## config.mk

```make
export PLATFORM = sky130hd
export DESIGN_NAME = fifo_ctrl
export DESIGN_NICKNAME = d
export VERILOG_FILES = /design/src/rtl/fifo_ctrl.sv
export SDC_FILE = /design/constraint.sdc
export NUM_CORES = 1
export LEC_CHECK = 0
export ABC_AREA = 1
export ABC_CLOCK_PERIOD_IN_PS = 2160
export CAP_MARGIN = 20
export CORE_MARGIN = 8
export CORE_UTILIZATION = 45
export CTS_BUF_LIST = sky130_fd_sc_hd__clkbuf_16
export DETAILED_ROUTE_END_ITERATION = 10
export GPL_TIMING_DRIVEN = 1
export PLACE_DENSITY = 0.76
export SETUP_SLACK_MARGIN = 0.02
export SLEW_MARGIN = 25
export SYNTH_ARGS = -nofsm -noshare
export SYNTH_HDL_FRONTEND = slang
export SYNTH_SLANG_ARGS = --single-unit
```

## constraint.sdc

```tcl
create_clock -name clk_i -period 2.16 [get_ports clk_i]
set_clock_uncertainty 0.05 [all_clocks]
set_input_delay 0.432 -clock clk_i [delete_from_list [all_inputs] [get_ports clk_i]]
set_output_delay 0.432 -clock clk_i [all_outputs]
set_load 0.05 [all_outputs]
```

## src/rtl/fifo_ctrl.sv

```systemverilog
// fifo_ctrl: control stage of the 8-entry FIFO. It samples write/read requests,
// computes the next state, and holds the state register, occupancy counter and
// read/write pointers that drive the register file.
// Optional build macro FIFO_ERR_CNT_EN adds a saturating 8-bit error counter (err_cnt_o).
module fifo_ctrl #(
    parameter int unsigned DEPTH  = 8,
    parameter int unsigned ADDR_W = 3,
    parameter int unsigned CNT_W  = 4
) (
    input  logic              clk_i,
    input  logic              reset_ni,
    input  logic              wr_en_i,
    input  logic              rd_en_i,
    output logic [2:0]        state_o,
    output logic [CNT_W-1:0]  data_count_o,
    output logic              we_o,
    output logic              re_o,
    output logic [ADDR_W-1:0] wr_addr_o,
    output logic [ADDR_W-1:0] rd_addr_o
`ifdef FIFO_ERR_CNT_EN
    ,
    output logic [7:0]        err_cnt_o
`endif
);

    typedef enum logic [2:0] {
        StInit    = 3'b000,
        StNoOp    = 3'b001,
        StWrite   = 3'b010,
        StWrError = 3'b011,
        StRead    = 3'b100,
        StRdError = 3'b101
    } state_e;

    state_e              state_q, state_d;
    logic [CNT_W-1:0]    data_count_q, data_count_d;
    logic [ADDR_W-1:0]   wr_ptr_q, wr_ptr_d;
    logic [ADDR_W-1:0]   rd_ptr_q, rd_ptr_d;
    logic                full, empty;
    logic                we, re;

    // Next state, strobes, counter and pointer updates. The next state depends only
    // on the requests and the occupancy, so an unreachable code in state_q behaves
    // exactly like NO_OP at the following edge.
    always_comb begin
        full         = (data_count_q == CNT_W'(DEPTH));
        empty        = (data_count_q == '0);
        we           = reset_ni & wr_en_i & ~rd_en_i & ~full;
        re           = reset_ni & rd_en_i & ~wr_en_i & ~empty;
        state_d      = StNoOp;
        data_count_d = data_count_q;
        wr_ptr_d     = wr_ptr_q;
        rd_ptr_d     = rd_ptr_q;

        if (wr_en_i && !rd_en_i) begin
            state_d = full ? StWrError : StWrite;
        end else if (rd_en_i && !wr_en_i) begin
            state_d = empty ? StRdError : StRead;
        end

        if (we) begin
            data_count_d = data_count_q + CNT_W'(1);
            wr_ptr_d     = wr_ptr_q + ADDR_W'(1);  // wraps naturally 7 -> 0
        end else if (re) begin
            data_count_d = data_count_q - CNT_W'(1);
            rd_ptr_d     = rd_ptr_q + ADDR_W'(1);
        end
    end

    // State, occupancy and pointer registers.
    always_ff @(posedge clk_i or negedge reset_ni) begin
        if (!reset_ni) begin
            state_q      <= StInit;
            data_count_q <= '0;
            wr_ptr_q     <= '0;
            rd_ptr_q     <= '0;
        end else begin
            state_q      <= state_d;
            data_count_q <= data_count_d;
            wr_ptr_q     <= wr_ptr_d;
            rd_ptr_q     <= rd_ptr_d;
        end
    end

`ifdef FIFO_ERR_CNT_EN
    logic [7:0] err_cnt_q, err_cnt_d;

    // Count edges that land in an error state, saturating at 8'hFF.
    always_comb begin
        err_cnt_d = err_cnt_q;
        if ((state_d == StWrError || state_d == StRdError) && err_cnt_q != 8'hFF) begin
            err_cnt_d = err_cnt_q + 8'd1;
        end
    end

    // Error counter register.
    always_ff @(posedge clk_i or negedge reset_ni) begin
        if (!reset_ni) begin
            err_cnt_q <= '0;
        end else begin
            err_cnt_q <= err_cnt_d;
        end
    end

    assign err_cnt_o = err_cnt_q;
`endif

    assign state_o      = state_q;
    assign data_count_o = data_count_q;
    assign we_o         = we;
    assign re_o         = re;
    assign wr_addr_o    = wr_ptr_q;
    assign rd_addr_o    = rd_ptr_q;

endmodule

```

=== Yosys cells after proc, flatten, opt, wreduce, memory -nomap -nowiden ===
Cells that the tools add are included.

* Bits in latches: 0
* Memories kept: 0
* RAM bits: 0
* Bits in read-only memories: 0
* Register bits after elaboration: 13
* Bits of input ports: 4

* Add/subtract/negate cells: 4
* Mux-type cells: 6
* $lt $le $gt $ge: 0
* Reduce and logical (&&, ||, !) cells: 7
* Bitwise gates (word level): 11
* Divide/modulo/power cells: 0
* Shift-type cells: 0
* Eq/ne operators: 1
* $mul: 0

{| class="wikitable"
|+ Operators by type and width
! cell !! number
|-
| two-way mux 4 bit || 2
|-
| adder 3 x 1 -> 3 bit (second input constant) || 2
|-
| bitwise AND 1 bit || 6
|-
| two-way mux 3 bit || 2
|-
| inverter 1 bit || 5
|-
| adder 4 x 1 -> 4 bit (second input constant) || 1
|-
| == test 4 bit (second input constant) || 1
|-
| logical NOT 4 bit || 1
|-
| subtractor 4 x 1 -> 4 bit (second input constant) || 1
|-
| logical AND 1 bit || 2
|-
| logical NOT 1 bit || 2
|-
| two-way mux 1 bit || 2
|-
| AND reduction 2 bit || 1
|-
| nonzero test 2 bit || 1
|}

=== Longest topological paths before layout ===
* Word-level depth: 5
* Gate-level depth with buffers: 13
* Mapped depth without buffers: 12

=== Least setup slack after synthesis ===
Ideal clock, no wire load.

* Path type: register to register
* Start: reg data_count_q[0], in the netlist data_count_o[0]
* End: reg data_count_q[3], in the netlist data_count_o[3]
* Stages on the path, launching flop included: 12
* Library setup time: 0.120 ns
* Slack: 0.139 ns
* Arrival: 1.852 ns
* Cell sequence: dfrtp_1 > nor2_1 > nand2_1 > nand2_1 > buf_6 > ha_1 > nand2_1 > nand2_1 > nor2_1 > nand2_1 > nand3_1 > nand2_1

* Word-level cells in the longest chain between the ends: 4
* Elaborated cells between the ends (all ways): 11
* Classes of those cells: 2 x add/sub; 1 x eq/ne; 2 x mux; 4 x bitwise; 2 x reduce/logical

{| class="wikitable"
|+ RTL lines
! what !! RTL line !! text
|-
| from (decl) || 36 || <nowiki>logic [CNT_W-1:0] data_count_q, data_count_d;</nowiki>
|-
| from (signal assigned) || 79 || <nowiki>data_count_q <= data_count_d;</nowiki>
|-
| branches (longest 4 deep; another with subtractor 4 x 1 -> 4 bit) || -- ||
|}

Parallel ways; which one is timed is not known. The select of a mux whose other input is x is not followed.
A chain may end at the register's enable or synchronous reset.

=== Final worst setup path ===
* Start: in reset_ni
* End: out we_o

* Word-level cells in the longest chain between the ends: 3

{| class="wikitable"
|+ RTL lines
! what !! RTL line !! text
|-
| from (decl) || 11 || <nowiki>input logic reset_ni,</nowiki>
|-
| bitwise AND 1 bit (3 in a row) || 48 || <nowiki>we = reset_ni & wr_en_i & ~rd_en_i & ~full;</nowiki>
|-
| to (decl) || 16 || <nowiki>output logic we_o,</nowiki>
|}

No other way between the ends.

==> flow_summary.json <==
{
  "synth_top_area_share_pct": 47.4,
  "die_height_um": 55.1,
  "synthCells": 81,
  "cts_buffers": 3,
  "whs_endpoint": "wr_addr_o[0]",
  "r2r_start": "data_count_o[0]",
  "synth_cell_types": 15,
  "holdBufCountCts": 0,
  "initial_core_util_pct": 46.7,
  "worst_hold_slack_ps": 465,
  "synth_area_per_cell_um2": 8.48,
  "critPathCaptureType": "output port",
  "worst_setup_path_start_kind": "input pin",
  "status": "finished clean",
  "worstRegToRegCells": 8,
  "synth-seq-area-share_pct": 47.4,
  "io_pins": 19,
  "max_freq_mhz": 475,
  "hp-class": "flop to flop",
  "critical_path.max_fanout": 6,
  "rows": 14,
  "vias": 648,
  "drtIter0Drc": 3,
  "ys_ff_latch": 13,
  "portBuffers": 18,
  "min_delay_path_depth": 1,
  "p_per_area_mw_per_mm2": 1650,
  "drc": 0,
  "seqCellArea_um2": 325,
  "grt_pass1_vias": 671,
  "cts_root_buffer": "clkbuf_16",
  "dieWidth_um": 55.1,
  "crit_type": "input pin to output port",
  "worst_pin_slew_ps": 501,
  "clkTransAtPathRegs_ps": 40,
  "clock_path_buffers": 2,
  "area_delta_synth_final_pct": 58.1,
  "peakVddDrop_mv": 1.07,
  "drive_gt1_share_pct": 21.6,
  "syn-cell-area_um2": 687,
  "drv_slew": 0,
  "n_antenna_cell": 0,
  "r2r_slack_ps": 370,
  "synth_area_leaders": "dfrtp_1, nand2_1, ha_1",
  "async_flop_share_pct": 100,
  "critPathSlowestCell": "clkdlybuf4s50_1",
  "grt-ovfl-total": 0,
  "cts_tree": "built",
  "synth-edff-count": 0,
  "synth_flop_cell": "dfrtp_1",
  "arrival_ps": 1630,
  "dp.final_hpwl_um": 1210,
  "hold_viol_final": 0,
  "path_cells": "clkdlybuf4s50_1 -> nand2_1 -> nor2_1 -> nand2_2 -> buf_4 -> inv_2 -> buf_12",
  "grt_use_total_pct": 12.0,
  "wl_um": 1730,
  "vias_per_cell": 4.91,
  "firstDrtPassIters": 4,
  "cts.sinks": 13,
  "min_from": "wr_addr_o[0]",
  "final.fill_count": 114,
  "grt_max_degree": 15,
  "required_ps": 1680,
  "gp_congestion": 0.727,
  "grt_setup_unrepaired": "no",
  "synth_nets": 90,
  "postRouteAntennaNets": 0,
  "setup_viol": 0,
  "core-area_mm2": 0.00147,
  "die-area_mm2": 0.00303,
  "fin_nets": 126,
  "grt_pass1_wl_um": 2650,
  "period_needed_ps": 2110,
  "multi_input_area_um2": 323,
  "antenna_found_initial": 0,
  "worst_r2r_endpoint": "data_count_o[2]",
  "wl_per_cell_um": 13.1,
  "max_stage_delay_ps": 520,
  "maxCapViolCount": 0,
  "power_mw": 1.80,
  "ys_warn_count": 0,
  "insertion_delay_ps": 240,
  "power_leakage_nw": 0.562,
  "final_core_util_pct": 73.8,
  "relSlewSlack_pct": 66.5,
  "synth_top_area_cell": "dfrtp_1",
  "fin_crit_sh_pct": 97.6,
  "htreeDepth": 1
}
-- area by class of cell --
class | instances | area share (%)
repair buffers | 32 | 28.5
inverters | 8 | 2.76
flip-flops and latches | 13 | 30.0
multi-input cells | 59 | 29.7
clock inverters | 1 | 0.346
clock buffers | 3 | 6.91
well taps | 16 | 1.84
-- worst max-delay path by stage --
| stage | from | end | slack (ps) | depth (start not counted) |
|---|---|---|---|---|
| 5_1_grt | reset_ni | we_o | 20 | 7 |
| 6_report | reset_ni | we_o | 50 | 7 |
| 3_5_place_dp | reset_ni | data_count_o[3] | -100 | 11 |
| 4_1_cts | reset_ni | we_o | 10 | 7 |
| 3_3_place_gp | reset_ni | data_count_o[3] | -50 | 11 |
| 2_1_floorplan | data_count_o[0] | data_count_o[3] | 140 | 11 |
-- what timing repair did --
action | CTS | global route
gates resized for setup | 2 | 0
cloned | 0 | 0
endpoints found under the setup margin | 2 | 2
buffers inserted | 0 | 7
pin swaps | 0 | 1
hold endpoints to repair | 0 | 0
-- power breakdown --
group	switching [mW]	internal (mW)	total, mW
sequential	0.116	0.342	0.457
combinational	0.623	0.376	0.999
clock	0.0956	0.243	0.339
-- cells by family (layout without fill, tap and decap cells) --
| group | Yosys count | after routing | synth area share (%) |
|---|---|---|---|
| xor gates and xnor gates | 5 | 5 | 6.37 |
| AOI/OAI and AO/OA | 2 | 2 | 1.46 |
| and+or+nand+nor | 47 | 47 | 28.6 |
| DFF | 13 | 13 | 47.4 |
| buffers and inverters | 9 | 44 | 6.01 |
| adders and majority gates | 5 | 5 | 10.2 |
-- state kept, by name (all words and copies together), names as in the netlist --
signal,cells
wr_addr_o,3
rd_addr_o,3
state_o,3
data_count_o,4
-- critical path: cells and delay by family --
| family | cells | cell delay (ps) |
|---|---|---|
| buffers and inverters | 4 | 900 |
| and+or+nand+nor | 3 | 290 |
-- Yosys cell counts, types with 2 or more instances --
cell,number
o21ai_1,2
nor2_1,8
nand2_1,30
nand3_1,6
xnor2_1,4
dfrtp_1,13
inv_2,2
ha_1,4
inv_1,6
-- routing by layer --
| metal | vias up | track usage (%) | wire length, um |
|---|---|---|---|
| li1 | 316 | - | - |
| met1 | 313 | 10.5 | 690 |
| met2 | 15 | 23.7 | 896 |
| met3 | 4 | 2.94 | 104 |
| met4 | 0 | 6.80 | 36 |
| met5 | - | 0 | 0 |
-- layout by cell type (no fill, tap or decap) --
master	n
buf_12	2
buf_4	13
buf_6	1
clkbuf_16	3
clkdlybuf4s50_1	16
dfrtp_1	13
fa_1	1
ha_1	4
inv_1	7
inv_2	2
nand2_1	29
nand2_2	2
nand2_4	1
nand3_1	6
nor2_1	8
nor2_2	1
o21ai_1	2
xnor2_1	4
xor2_1	1
-- stage by stage --
step           cells  setup WS, ps  TNS (ps)  instance area (um2)
5_1_grt          132          19.7         0                 1090
3_3_place_gp     121         -53.2     -66.0                  948
4_1_cts          125          11.8         0                 1030
2_1_floorplan     81           139         0                  687
3_5_place_dp     121         -97.9      -136                  948
6_report         132          52.7         0                 1090
Note: power is estimated with default switching activity, not from simulation.
